<file path="src/rtl/pc_seq_pkg.sv">
// pc_seq_pkg: fetch-state encoding and PC constants shared by the fetch sequencer and its next-PC mux
package pc_seq_pkg;
    typedef enum logic [1:0] {BOOT, REQ, WAIT, HOLD} fetch_state_t;
    localparam logic [31:0] PC_INCR       = 32'd4;
    localparam logic [31:0] RESET_VEC_DEF = 32'h0000_0000;
    localparam logic [31:0] TRAP_VEC_DEF  = 32'h0000_0004;
endpackage

</file>
<file path="src/rtl/next_pc_sel.sv">
// next_pc_sel: priority mux for the next PC (trap > redirect > sequential > hold)
//   pc_q/seq_adv           current PC, advance by PC_INCR when a fetch retires
//   trap_valid             selects TRAP_VEC
//   redirect_valid/target  branch/jump target
//   next_pc                selected PC
//   flow_change            trap or redirect this cycle (kills in-flight/held fetch)
//   misalign               misaligned redirect converted to a trap
//   MISALIGN_TRAP_EN       trap on misaligned targets instead of clearing bits [1:0]
module next_pc_sel
    import pc_seq_pkg::*;
#(
    parameter int              ILEN     = 32,
    parameter logic [ILEN-1:0] TRAP_VEC = ILEN'(TRAP_VEC_DEF)
) (
    input  logic [ILEN-1:0] pc_q,
    input  logic            seq_adv,
    input  logic            trap_valid,
    input  logic            redirect_valid,
    input  logic [ILEN-1:0] redirect_target,
    output logic [ILEN-1:0] next_pc,
    output logic            flow_change,
    output logic            misalign
);
    logic [ILEN-1:0] tgt;
    always_comb begin
`ifdef MISALIGN_TRAP_EN
        misalign = !trap_valid && redirect_valid && (redirect_target[1:0] != 2'b00);
        tgt = misalign ? TRAP_VEC : redirect_target;
`else
        misalign = 1'b0;
        tgt = redirect_target & ~ILEN'(3);
`endif
        flow_change = trap_valid || redirect_valid;
        next_pc = trap_valid ? TRAP_VEC :
                  redirect_valid ? tgt :
                  seq_adv ? pc_q + ILEN'(PC_INCR) : pc_q;
    end
endmodule

</file>
<file path="src/rtl/pc_fetch_sequencer.sv">
// pc_fetch_sequencer: owns the PC, fetches over a req/ack imem port and hands words to decode via valid/ready
//   clk, rst                        clock, synchronous active-high reset
//   imem_req/addr, imem_ack/rdata   fetch request (addr = pc_q) and one-cycle ack with data
//   instr_valid/ready, instr/pc     held instruction and its PC to decode
//   redirect_valid/target, trap_valid  control-flow changes (trap has priority)
//   misalign_trap                   pulse on a misaligned redirect (MISALIGN_TRAP_EN only)
module pc_fetch_sequencer
    import pc_seq_pkg::*;
#(
    parameter int              ILEN      = 32,
    parameter logic [ILEN-1:0] RESET_VEC = ILEN'(RESET_VEC_DEF),
    parameter logic [ILEN-1:0] TRAP_VEC  = ILEN'(TRAP_VEC_DEF)
) (
    input  logic            clk,
    input  logic            rst,
    output logic            imem_req,
    output logic [ILEN-1:0] imem_addr,
    input  logic            imem_ack,
    input  logic [ILEN-1:0] imem_rdata,
    output logic            instr_valid,
    input  logic            instr_ready,
    output logic [ILEN-1:0] instr,
    output logic [ILEN-1:0] instr_pc,
    input  logic            redirect_valid,
    input  logic [ILEN-1:0] redirect_target,
    input  logic            trap_valid,
    output logic            misalign_trap
);
    fetch_state_t    state_q, state_d;
    logic [ILEN-1:0] pc_q, pc_d, instr_q, instr_d, instr_pc_q, instr_pc_d;
    logic            squash_q, squash_d, misalign_q, misalign_d;
    logic            fetching, ack, keep, flow_change, misalign;

    next_pc_sel #(.ILEN(ILEN), .TRAP_VEC(TRAP_VEC)) u_next_pc (
        .pc_q           (pc_q),
        .seq_adv        (keep),
        .trap_valid     (trap_valid),
        .redirect_valid (redirect_valid),
        .redirect_target(redirect_target),
        .next_pc        (pc_d),
        .flow_change    (flow_change),
        .misalign       (misalign)
    );

    always_comb begin
        fetching = state_q == REQ || state_q == WAIT;
        ack = fetching && imem_ack;
        // a word is kept only if neither an earlier nor a same-cycle redirect invalidated it
        keep = ack && !squash_q && !flow_change;
        state_d = state_q;
        squash_d = squash_q;
        instr_d = keep ? imem_rdata : instr_q;
        instr_pc_d = keep ? pc_q : instr_pc_q;
        misalign_d = misalign;
        case (state_q)
            BOOT: state_d = REQ;
            REQ, WAIT: begin
                state_d = ack ? (keep ? HOLD : REQ) : (flow_change ? state_q : WAIT);
                // a redirect while memory is busy leaves a stale ack in flight to drop
                squash_d = !ack && (squash_q || (flow_change && state_q == WAIT));
            end
            HOLD: state_d = (flow_change || instr_ready) ? REQ : HOLD;
            default: state_d = BOOT;
        endcase
    end

    always_ff @(posedge clk) begin
        if (rst) begin
            state_q <= BOOT;
            pc_q <= RESET_VEC;
            squash_q <= 1'b0;
            instr_q <= '0;
            instr_pc_q <= '0;
            misalign_q <= 1'b0;
        end else begin
            state_q <= state_d;
            pc_q <= pc_d;
            squash_q <= squash_d;
            instr_q <= instr_d;
            instr_pc_q <= instr_pc_d;
            misalign_q <= misalign_d;
        end
    end

    assign imem_req = fetching;
    assign imem_addr = pc_q;
    assign instr_valid = state_q == HOLD;
    assign instr = instr_q;
    assign instr_pc = instr_pc_q;
    assign misalign_trap = misalign_q;
endmodule

</file>
<file path="config.mk">
export PLATFORM = sky130hd
export DESIGN_NAME = pc_fetch_sequencer
export DESIGN_NICKNAME = d
export VERILOG_FILES = /design/src/rtl/pc_seq_pkg.sv /design/src/rtl/next_pc_sel.sv /design/src/rtl/pc_fetch_sequencer.sv
export SDC_FILE = /design/constraint.sdc
export NUM_CORES = 1
export LEC_CHECK = 0
export ABC_AREA = 1
export BUFFER_PORTS_ARGS = -buffer_cell sky130_fd_sc_hd__buf_2
export CORE_MARGIN = 2
export CORE_UTILIZATION = 54
export DETAILED_ROUTE_END_ITERATION = 7
export GPL_ROUTABILITY_DRIVEN = 0
export MAX_ROUTING_LAYER = met4
export PLACE_DENSITY_LB_ADDON = 0.2
export SYNTH_ARGS = -nofsm -noshare
export SYNTH_HDL_FRONTEND = slang
export SYNTH_HIERARCHICAL = 1
export SYNTH_SLANG_ARGS = --single-unit
</file>
<file path="constraint.sdc">
create_clock -name clk -period 5.25 [get_ports clk]
set_input_delay 0.2625 -clock clk [delete_from_list [all_inputs] [get_ports clk]]
set_output_delay 0.2625 -clock clk [all_outputs]
set_load 0.05 [all_outputs]
</file>
==> out/results.md, run 1 <==
### Run status
• completed — outcome

### Layout
• 19.37% — area overhead of the layout relative to synthesis
• 195 x nor2_1, 166 x buf_2, 127 x nand2_1 — most used cells in the layout excluding fill and tap cells
• 2002 um2 — area used by sequential logic in the layout
• 0 — Inserted Diodes
• 66.31% — final cell utilization of the core
• 5783 um2 — area of all placed cells without fillers
• nor2_1 — most frequent standard cell in the layout excluding fill and tap cells
• 835 — Fill cells
• 2223 um2 — multi-input logic area
• 23.06% — share of post-route cells with drive strength above 1
• 945 — nets

### Route
• 13.32 um — WL per Instance
• 13,100 um — DRT Wirelength
• 5 — Pre-Repair DR Iteration Count
• 0 — post-route antenna net violation count
• 4,979 — vias after detailed routing
• 5.060 — number of vias per cell
• 0 — final routed DRC violation total
• 259 — drt first-iter violations

### Logic synthesis
• 798 — Net Count, Synth
• 100 — number of flip-flops and latches in the synthesized netlist
• 4845 um2 — Synth Cell Area
• 6 — count of warnings emitted by yosys
• 41.32% — part of the Yosys area used for sequential elements
• 6.692 um2 — Post-Syn Area per Cell
• 34 — count of distinct cell types in the synthesized netlist
• 724 — Post-Syn Instances

### STA
• 0 ns — final setup TNS
• 322.3 MHz — highest clock rate
• 59.11% — Period Utilization, post-route
• no — setup repair after global routing missed its margin
• 0 — count of pins over their slew limit
• 3.103 ns — minimum clock period after layout
• 28.86% — Slew HR
• 0 — final setup fails
• 0.009627 ns — Setup Skew
• 0 — count of final hold-check violations
• 2.147 ns — min setup slack post-route
• 1.067 ns — slew of the pin with the lowest slew margin

### Clock tree
• 100 — Sinks on Clock Net
• 0.11 ns — Reg clk slew, reported paths
• built — CTS tree
• 9 — cts bufs inserted
• 3 — total number of H-tree levels
• 0 — number of buffers added to fix hold violations after cts
• 0 — post-cts sizing count
• 0.37 ns — clock latency reported for the late side of the worst-skew pair
• clkbuf_8 — clk root buf
• 0 — Post-CTS Setup Inserts
• 2 — Longest Clk Path Bufs

### Critical path
• register — kind of capture point of the worst setup path
• 5.51 ns — required time worst endpoint
• register — Startpoint Class
• 64 — top fanout value on the critical path
• inv_1 -> ha_1 -> nand2_2 -> nor3_4 -> buf_4 -> inv_2 -> nor2_1 -> nor2_1 — Cell Chain, Critical Path
• 0.57 ns — maximum single-stage delay on the critical path
• register to register — worst setup path category
• nor2_1 — cell occurring most often along the worst timing path
• nor3_4 — slowest stage cell, crit path
• 3.36 ns — critical path arrival

### Global routing
• 0 — final global-route overflow total
• 21,420 um — first-pass GRT wire length
• 65 — largest net degree at the start of global routing
• 0 — number of antenna violations at the first check in global routing
• 27.53% — overall fraction of global-route tracks in use
• 4,572 — number of global-route vias before repair

### Floorplanning
• 98.72 um — die span in y
• 34 — number of core rows
• 55.55% — starting density of the core
• 9746 um2 — die area
• 169 — io pins
• 8721 um2 — core outline area
• 98.72 um — Chip Width

### Placed design
• 5589 um2 — area of placed instances
• 166 — count of buffers inserted at the top-level ports
• 1.840 ns — pre-CTS setup slack
• 9170 um — hpwl dp

### Worst hold path
• input port to register — Hold Crit Class

### Power
• 3.150 nW — standby leakage power
• 0.1303 mV — maximum resistive drop on vdd
• 1.642 mW — overall power of the completed layout
• 283.9 nW/um2 — cell area power density

### Job
• 0 — number of violations of the max-capacitance limit

-- per-layer routing --
layer  global-route usage, %  share of wire [%]  up-vias
met5                       -                  0        -
met4                   8.641                1.1        0
met3                   3.191                6.3       11
met2                   46.83                 49      190
met1                   34.39                 44     2256
li1                        -                  -     2522
-- cell usage after synthesis, drive strengths merged --
| cell type | instances | area [um2] |
|---|---|---|
| xor2 | 1 | 8.760 |
| a211oi | 1 | 7.510 |
| buf | 22 | 200.2 |
| clkbuf | 13 | 58.80 |
| conb | 1 | 3.750 |
| ha | 4 | 50.05 |
| a21boi | 1 | 7.510 |
| nor2 | 201 | 799.5 |
| xnor2 | 3 | 26.28 |
| nor3 | 4 | 31.28 |
| nand4 | 9 | 56.30 |
| or2 | 2 | 12.51 |
| inv | 96 | 360.3 |
| nand3b | 3 | 22.52 |
| nand2 | 132 | 518.0 |
| a31oi | 3 | 18.77 |
| o211ai | 6 | 45.04 |
| mux2i | 1 | 10.01 |
| dfxtp | 100 | 2002 |
| nand3 | 30 | 150.1 |
| o21ai | 85 | 425.4 |
| a21oi | 6 | 30.03 |
-- metrics by stage --
stage | instances | hold WS (ns)
floorplan | 724 | 0.3974
global placement | 968 | 0.4733
detailed placement | 968 | 0.4782
CTS | 984 | 0.09512
global route | 984 | 0.1094
finish | 984 | 0.1072
-- worst paths after layout --
path,cells past startpoint,slack (ns),to,startpoint
max,8,2.15,instr[15]$_SDFFE_PP0P_,state_q[0]$_SDFFE_PP0P_
min reg2reg,2,0.50,instr_pc[19]$_SDFFE_PP0P_,instr_pc[19]$_SDFFE_PP0P_
max reg2reg,8,2.15,instr[15]$_SDFFE_PP0P_,state_q[0]$_SDFFE_PP0P_
min,3,0.11,instr[22]$_SDFFE_PP0P_,imem_rdata[22]
-- flip-flops by register name, indices dropped and copies added, names as in the netlist --
register	flops
state_q	2
imem_addr	32
instr	32
misalign_trap	1
squash_q	1
instr_pc	32
-- report_power, final --
group	switching (mW)	total, mW	internal [mW]
Combinational	0.241	0.326	0.0852
Clock	0.293	0.488	0.195
Sequential	0.0326	0.828	0.795
Total	0.567	1.64	1.08
-- cell type report --
class                           count  area share (%)
Multi-Input combinational cell    493           38.45
Sequential cell                   100           34.62
Timing Repair Buffer              171           15.02
Inverter                           96           6.231
Clock buffer                       10           2.380
Tap cell                          108           2.337
Clock inverter                      6          0.9736
-- critical path: cells and delay by family (launching register included) --
family,cells,cell delay (ns)
adder cells (fa/ha/maj),1,0.39
AND/OR/NAND/NOR,4,1.05
flip-flops,1,0.37
buffers and inverters,3,1.14
-- logic make-up after synthesis --
logic type | after synthesis | share of synthesized area (%)
xor+xnor | 4 | 0.7233
compound gates | 102 | 11.03
fa+ha+maj | 4 | 1.033
mux | 1 | 0.2066
buf+inv | 131 | 12.78
flops | 100 | 41.32
other cells | 1 | 0.07741
simple gates | 381 | 32.83
(Power assumes the default switching activity.)
==> run 2, diff against run 1 <==
--- a/config.mk
+++ b/config.mk
@@ -5,10 +5,10 @@
 export SDC_FILE = /design/constraint.sdc
 export NUM_CORES = 1
 export LEC_CHECK = 0
-export ABC_AREA = 1
+export ABC_AREA = 0
 export BUFFER_PORTS_ARGS = -buffer_cell sky130_fd_sc_hd__buf_2
 export CORE_MARGIN = 2
-export CORE_UTILIZATION = 54
+export CORE_UTILIZATION = 45
 export DETAILED_ROUTE_END_ITERATION = 7
 export GPL_ROUTABILITY_DRIVEN = 0
 export MAX_ROUTING_LAYER = met4
==> constraint.sdc (replaced) <==
create_clock -name clk -period 2.7 [get_ports clk]
set_input_delay 0.135 -clock clk [delete_from_list [all_inputs] [get_ports clk]]
set_output_delay 0.135 -clock clk [all_outputs]
set_load 0.05 [all_outputs]
==> out/results.md, run 2 <==
### Run status
• completed — outcome

### Clock tree
• 3 — total number of H-tree levels, unchanged
• 9 — cts bufs inserted, unchanged
• 100 — Sinks on Clock Net, unchanged
• built — CTS tree
• 0 — post-cts sizing count, unchanged
• 0.35 ns — clock latency reported for the late side of the worst-skew pair, -0.02 ns
• clkbuf_8 — clk root buf
• 2 — Longest Clk Path Bufs, unchanged
• 0.09 ns — Reg clk slew, reported paths, -0.02 ns
• 0 — Post-CTS Setup Inserts, unchanged

### Critical path
• inv_2 — cell occurring most often along the worst timing path
• inv_2 -> ha_4 -> nand4bb_4 -> inv_2 -> nand4_4 -> or4_4 -> nor4b_4 -> xnor2_1 -> o21ai_1 -> nor2b_1 — Cell Chain, Critical Path
• 10 — length in cells of the worst reg-to-reg path, +2
• 2.68 ns — critical path arrival, -0.68 ns
• 0.64 ns — maximum single-stage delay on the critical path, +0.07 ns
• imem_addr[30]$_SDFF_PP0_ — CP Capture Point
• or4_4 — slowest stage cell, crit path
• register — Startpoint Class
• register — kind of capture point of the worst setup path
• 2.94 ns — required time worst endpoint, -2.57 ns
• imem_addr[30]$_SDFF_PP0_ — Crit Reg-Reg Endpoint
• register to register — worst setup path category
• 8 — top fanout value on the critical path, -88%
• state_q[1]$_SDFFE_PP0P_ — worst setup path start
• 0.26 ns — register-to-register setup slack, -1.89 ns
• state_q[1]$_SDFFE_PP0P_ — Reg2Reg Launch Point

### Logic synthesis
• 45 — count of distinct cell types in the synthesized netlist, +32%
• dfxtp_1 — biggest area consumer among synthesized cells
• 43.99% — area share of the largest cell type after synthesis, +2.7 points
• 546 — Post-Syn Instances, -25%
• 0 — number of enable-type register cells in the synthesized netlist, unchanged
• 620 — Net Count, Synth, -22%
• 6 — count of warnings emitted by yosys, unchanged
• dfxtp_1 — top_reg_cell synth
• 4551 um2 — Synth Cell Area, -6.1%
• 147 x nand2_1, 100 x dfxtp_1, 42 x a21oi_1, 35 x nor2_1, 33 x nor2b_1 — synth cell count leaders
• 0.4399% — portion of netlist area occupied by mux cells, +0.23 points
• nand2_1 — most instantiated library cell after synthesis
• 0% — share of synthesized flip-flops with an asynchronous set or reset, unchanged
• 100 — number of flip-flops and latches in the synthesized netlist, unchanged
• 15.23% — share of the synthesized area in compound gates (AO/OA/AOI/OAI), +4.2 points
• 8.334 um2 — Post-Syn Area per Cell, +25%
• 1.100% — arithmetic-cell share of the synthesized area counting full adders, half adders and majority gates, +0.067 points
• 28.27% — area fraction in and, or, nand and nor cells after synthesis, -4.6 points
• simple AND/OR/NAND/NOR gates — largest family of logic cells by synthesized area
• 5.004% — xor/xnor cell area share of the yosys netlist, +4.3 points
• 43.99% — part of the Yosys area used for sequential elements, +2.7 points
• dfxtp_1 44%, nand2_1 12%, a21oi_2 6.0%, a21oi_1 4.6%, nor2b_1 4.5% — top area cells in the synthesized netlist

### Global routing
• 0 — number of antenna violations at the first check in global routing, unchanged
• 18,940 um — first-pass GRT wire length, -12%
• 0 — final global-route overflow total, unchanged
• 3,884 — number of global-route vias before repair, -15%
• 69 — largest net degree at the start of global routing, +6.2%
• 21.72% — overall fraction of global-route tracks in use, -5.8 points

### STA
• 52.26% — Slew HR, +23 points
• no — setup repair after global routing missed its margin
• 0 ns — final setup TNS, unchanged
• 409.4 MHz — highest clock rate, +27%
• 2.442 ns — minimum clock period after layout, -0.6606 ns
• 0.008144 ns — Setup Skew, -0.001483 ns
• 0.7162 ns — slew of the pin with the lowest slew margin, -0.3510 ns
• 0 — final setup fails, unchanged
• 0.2576 ns — min setup slack post-route, -1.889 ns
• 0 — count of pins over their slew limit, unchanged
• 0 — count of final hold-check violations, unchanged
• 90.46% — Period Utilization, post-route, +31 points

### Placed design
• 166 — count of buffers inserted at the top-level ports, unchanged
• 0.2829 ns — pre-CTS setup slack, -1.557 ns
• 5440 um2 — area of placed instances, -2.7%
• 7939 um — hpwl dp, -13%

### Power
• 3.062 mW — overall power of the completed layout, +86%
• 2.430 nW — standby leakage power, -23%
• 0.2730 mV — maximum resistive drop on vdd, +110%
• 526.7 nW/um2 — cell area power density, +85%

### Route
• 4,259 — vias after detailed routing, -14%
• 4.999 — number of vias per cell, -1.2%
• 0 — post-route antenna net violation count, unchanged
• 198 — drt first-iter violations, -24%
• 0 — final routed DRC violation total, unchanged
• 13.68 um — WL per Instance, +2.8%
• 11,660 um — DRT Wirelength, -11%
• 4 — Pre-Repair DR Iteration Count, -1

### Floorplanning
• 9774 um2 — core outline area, +12%
• 36 — number of core rows, +5.9%
• 169 — io pins, unchanged
• 104.6 um — Chip Width, +5.9%
• 46.56% — starting density of the core, -9.0 points
• 10,930 um2 — die area, +12%
• 104.6 um — die span in y, +5.9%

### Layout
• 33.52% — share of post-route cells with drive strength above 1, +10 points
• 911 — Fill cells, +9.1%
• 0 — Inserted Diodes, unchanged
• buf_2 — most frequent standard cell in the layout excluding fill and tap cells
• 789 — nets, -17%
• 165 x buf_2, 147 x nand2_1, 98 x dfxtp_1 — most used cells in the layout excluding fill and tap cells
• 27.74% — area overhead of the layout relative to synthesis
• 5813 um2 — area of all placed cells without fillers, +0.52%

### Worst hold path
• 3 — number of instances on the worst hold path, unchanged
• input port to register — Hold Crit Class
• imem_rdata[25] — source of the worst hold timing path

### Job
• 0 — number of violations of the max-capacitance limit, unchanged

-- run 2: cell types whose count changed after synthesis, sizes merged, moves of 6 or more --
cell and delta:
a211oi +17, a21oi +67, inv -88, nand2 +15
nand3 -22, nor2 -166, nor2b +33, nor4 +6
o211ai -6, o21ai -79, xnor2 +9, xor2 +13
-- run 2: cells by family after synthesis --
group           after synthesis
simple gates                266
compound gates              102
flops                       100
buf+inv                      45
xor+xnor                     26
fa+ha+maj                     4
mux                           2
other cells                   1
-- run 2: layout make-up --
cell class | count | area, um2 | share of cell area (%)
inverter | 9 | 33.78 | 0.5811
tap | 133 | 166.4 | 2.863
timing repair buffer | 194 | 1084 | 18.64
sequential | 100 | 2004 | 34.48
clock inverter | 6 | 88.84 | 1.528
multi-input combinational | 401 | 2312 | 39.78
clock buffer | 9 | 123.9 | 2.131
-- run 2: worst min path at each step --
stage	end	slack (ns)
finish	instr[25]$_SDFFE_PP0P_	0.02
global route	instr[2]$_SDFFE_PP0P_	0.001
CTS	instr[9]$_SDFFE_PP0P_	0.001
detailed placement	instr[24]$_SDFFE_PP0P_	0.38
global placement	instr[4]$_SDFFE_PP0P_	0.38
floorplan	squash_q$_SDFFE_PP0N_	0.24
-- run 2: power breakdown --
part,switching [mW],internal [mW]
sequential,0.0416,1.51
clock,0.513,0.519
combinational,0.314,0.159
total,0.869,2.19
-- run 2: worst max-delay path, delay by kind of cell (launching register included) --
family | cells | cell delay [ns]
AND/OR/NAND/NOR | 5 | 1.28
flip-flops | 1 | 0.36
adder cells (fa/ha/maj) | 1 | 0.31
buffers and inverters | 2 | 0.15
XOR/XNOR | 1 | 0.14
AO/OA/AOI/OAI | 1 | 0.07
-- run 2: per-layer routing --
layer,GRT usage (%),vias to the layer above,share of wire [%]
met5,-,-,0
met4,6.371,0,1.6
met3,3.244,15,4.4
met2,36.09,121,48
met1,27.47,1975,46
li1,-,2148,-
-- run 2: stage by stage --
step	instances	util, %	hold slack (ns)
floorplan	546	-	0.2355
global placement	821	55.66	0.3755
detailed placement	821	55.66	0.3811
CTS	851	59.37	0.001200
global route	852	59.47	0.0009975
finish	852	59.47	0.01738
-- run 2: timing repair --
item / CTS / global route
hold buffers: 15 / 1
setup endpoints to repair: 0 / 0
endpoints found under the hold margin: 15 / 1
==> run 3, diff against run 2 <==
--- a/config.mk
+++ b/config.mk
@@ -8,11 +8,13 @@
 export ABC_AREA = 0
 export BUFFER_PORTS_ARGS = -buffer_cell sky130_fd_sc_hd__buf_2
 export CORE_MARGIN = 2
-export CORE_UTILIZATION = 45
+export CORE_UTILIZATION = 46
+export CTS_BUF_LIST = sky130_fd_sc_hd__clkbuf_8
 export DETAILED_ROUTE_END_ITERATION = 7
 export GPL_ROUTABILITY_DRIVEN = 0
 export MAX_ROUTING_LAYER = met4
 export PLACE_DENSITY_LB_ADDON = 0.2
+export SLEW_MARGIN = 20
 export SYNTH_ARGS = -nofsm -noshare
 export SYNTH_HDL_FRONTEND = slang
 export SYNTH_HIERARCHICAL = 1
==> out/results.md, run 3 (same netlist as run 2, synthesis figures left out) <==
### Clock tree
• 3 — total number of H-tree levels, unchanged
• 21 — number of buffers added to fix hold violations after cts, +6
• 0 — post-cts sizing count, unchanged
• 0 — Post-CTS Setup Inserts, unchanged
• 0.09 ns — Reg clk slew, reported paths, about the same
• 0.36 ns — clock latency reported for the late side of the worst-skew pair, about the same
• 100 — Sinks on Clock Net, unchanged
• 2 — Longest Clk Path Bufs, unchanged
• built — CTS tree
• 9 — cts bufs inserted, unchanged
• clkbuf_8 — clk root buf

### Placed design
• 0.2660 ns — pre-CTS setup slack, -0.01687 ns
• 166 — count of buffers inserted at the top-level ports, unchanged
• 7822 um — hpwl dp, -1.5%
• 5433 um2 — area of placed instances, -0.14%
• 820 — placed cell count, -0.12%

### Power
• 15.8% — portion of total power attributed to combinational logic, +0.3 points
• 2.163 mW — cell-internal power, -1.4%
• 51.2% — register share of total power, +0.4 points
• 877.0 uW — net switching power figure, +0.93%
• 2.459 nW — standby leakage power, +1.2%
• 28.85% — switching part of the total, +0.47 points
• 0.3440 mV — maximum resistive drop on vdd, +26%
• 518.3 nW/um2 — cell area power density, -1.6%
• 3.040 mW — overall power of the completed layout, -0.71%
• 33.0% — clock share of power, -0.7 points

### Critical path
• 0.64 ns — maximum single-stage delay on the critical path, about the same
• 2.67 ns — critical path arrival, about the same
• simple AND/OR/NAND/NOR gates — Crit path max-delay family
• 2.92 ns — required time worst endpoint, -0.02 ns
• register — Startpoint Class
• 8 — top fanout value on the critical path, unchanged
• register to register — worst setup path category
• 2 — CP Buf/Inv Count, unchanged
• register — kind of capture point of the worst setup path
• inv_2 — cell occurring most often along the worst timing path
• inv_2 -> ha_4 -> nand4bb_4 -> inv_2 -> nand4_4 -> or4_4 -> nor4b_4 -> xnor2_1 -> o21ai_1 -> nor2b_1 — Cell Chain, Critical Path
• or4_4 — slowest stage cell, crit path

### Route
• 94 — drt first-iter violations, -53%
• 5399 um — routed metal-1 wirelength, +0.69%
• 591 um — met3 wire len, +15%
• 11,670 um — DRT Wirelength, +0.13%
• 4,264 — vias after detailed routing, +0.12%
• 0 — post-route antenna net violation count, unchanged
• 4 — Pre-Repair DR Iteration Count, unchanged
• met4 — Max Used Layer
• 4.970 — number of vias per cell, -0.58%
• 13.61 um — WL per Instance, -0.57%
• 0 — final routed DRC violation total, unchanged
• 5592 um — Met2 Routed Length, about the same

### Layout
• 165 x buf_2, 147 x nand2_1, 98 x dfxtp_1 — most used cells in the layout excluding fill and tap cells
• 794 — nets, +0.63%
• 880 — Fill cells, -3.4%
• buf_2 — most frequent standard cell in the layout excluding fill and tap cells
• 2312 um2 — multi-input logic area, unchanged
• 0 — Inserted Diodes, unchanged
• 858 — fin cells, +0.70%
• 60.56% — final cell utilization of the core, +1.1 points
• 2004 um2 — area used by sequential logic in the layout, unchanged
• 5864 um2 — area of all placed cells without fillers, +0.88%
• 28.87% — area overhead of the layout relative to synthesis
• 33.10% — share of post-route cells with drive strength above 1, -0.42 points

### STA
• 0 ns — final setup TNS, unchanged
• 0.01805 ns — worst hold margin, +0.0006697 ns
• 0 — count of final hold-check violations, unchanged
• 407.3 MHz — highest clock rate, -0.53%
• 0 — final setup fails, unchanged
• 0.2445 ns — min setup slack post-route, -0.01304 ns
• 0.7519 ns — slew of the pin with the lowest slew margin, +0.03573 ns
• 49.87% — Slew HR, -2.4 points
• 90.94% — Period Utilization, post-route, +0.48 points
• 0 — count of pins over their slew limit, unchanged
• 2.455 ns — minimum clock period after layout, +0.01304 ns
• 0.01280 ns — Setup Skew, +0.004654 ns
• no — setup repair after global routing missed its margin

### Global routing
• 69 — largest net degree at the start of global routing, unchanged
• 0 — number of antenna violations at the first check in global routing, unchanged
• 0 — final global-route overflow total, unchanged
• 3,787 — number of global-route vias before repair, -2.5%
• 17,480 um — first-pass GRT wire length, -7.7%
• 21.15% — overall fraction of global-route tracks in use, -0.57 points

### Floorplanning
• 36 — number of core rows, unchanged
• 46.99% — starting density of the core, +0.43 points
• 10,700 um2 — die area, -2.1%
• 103.5 um — die span in y, -1.1%
• 9684 um2 — core outline area, -0.92%
• 103.5 um — Chip Width, -1.1%
• 169 — io pins, unchanged

### Worst hold path
• input port to register — Hold Crit Class

### Job
• 0 — number of violations of the max-capacitance limit, unchanged

### Run status
• completed — outcome

==> run 3: final cells by class <==
type	count	area share [%]
tap	133	2.838
multi-input combinational	401	39.43
inverter	9	0.5761
timing repair buffer	199	19.37
sequential	100	34.18
clock buffer	11	2.582
clock inverter	5	1.024
==> run 3: worst paths after layout <==
| kind | startpoint | to | slack (ns) | cells past startpoint |
|---|---|---|---|---|
| setup / recovery | state_q[1]$_SDFFE_PP0P_ | imem_addr[30]$_SDFF_PP0_ | 0.24 | 10 |
| hold / removal | imem_rdata[3] | instr[3]$_SDFFE_PP0P_ | 0.02 | 3 |
| setup reg to reg | state_q[1]$_SDFFE_PP0P_ | imem_addr[30]$_SDFF_PP0_ | 0.24 | 10 |
| hold reg to reg | instr_pc[25]$_SDFFE_PP0P_ | instr_pc[25]$_SDFFE_PP0P_ | 0.46 | 2 |
==> run 3: power by group through the flow <==
stage	registers (mW)	clock network, mW	logic, mW
3_5_place_dp	1.59	0	0.457
2_1_floorplan	1.71	0	0.219
4_1_cts	1.56	1.04	0.482
6_report	1.56	1.00	0.480
3_3_place_gp	1.59	0	0.445
5_1_grt	1.56	1.09	0.517
==> run 3: metal layers <==
metal,global-route usage (%),up-vias
li1,-,2155
met5,-,-
met4,5.162,0
met1,26.86,1995
met3,4.368,6
met2,34.59,108
==> run 3: worst register-to-register path, cell delays in order, from the launching register on <==
cell and delay, ns:
dfxtp_2 0.36, inv_2 0.05, ha_4 0.31, nand4bb_4 0.12
inv_2 0.10, nand4_4 0.14, or4_4 0.64, nor4b_4 0.25
xnor2_1 0.15, o21ai_1 0.07, nor2b_1 0.12
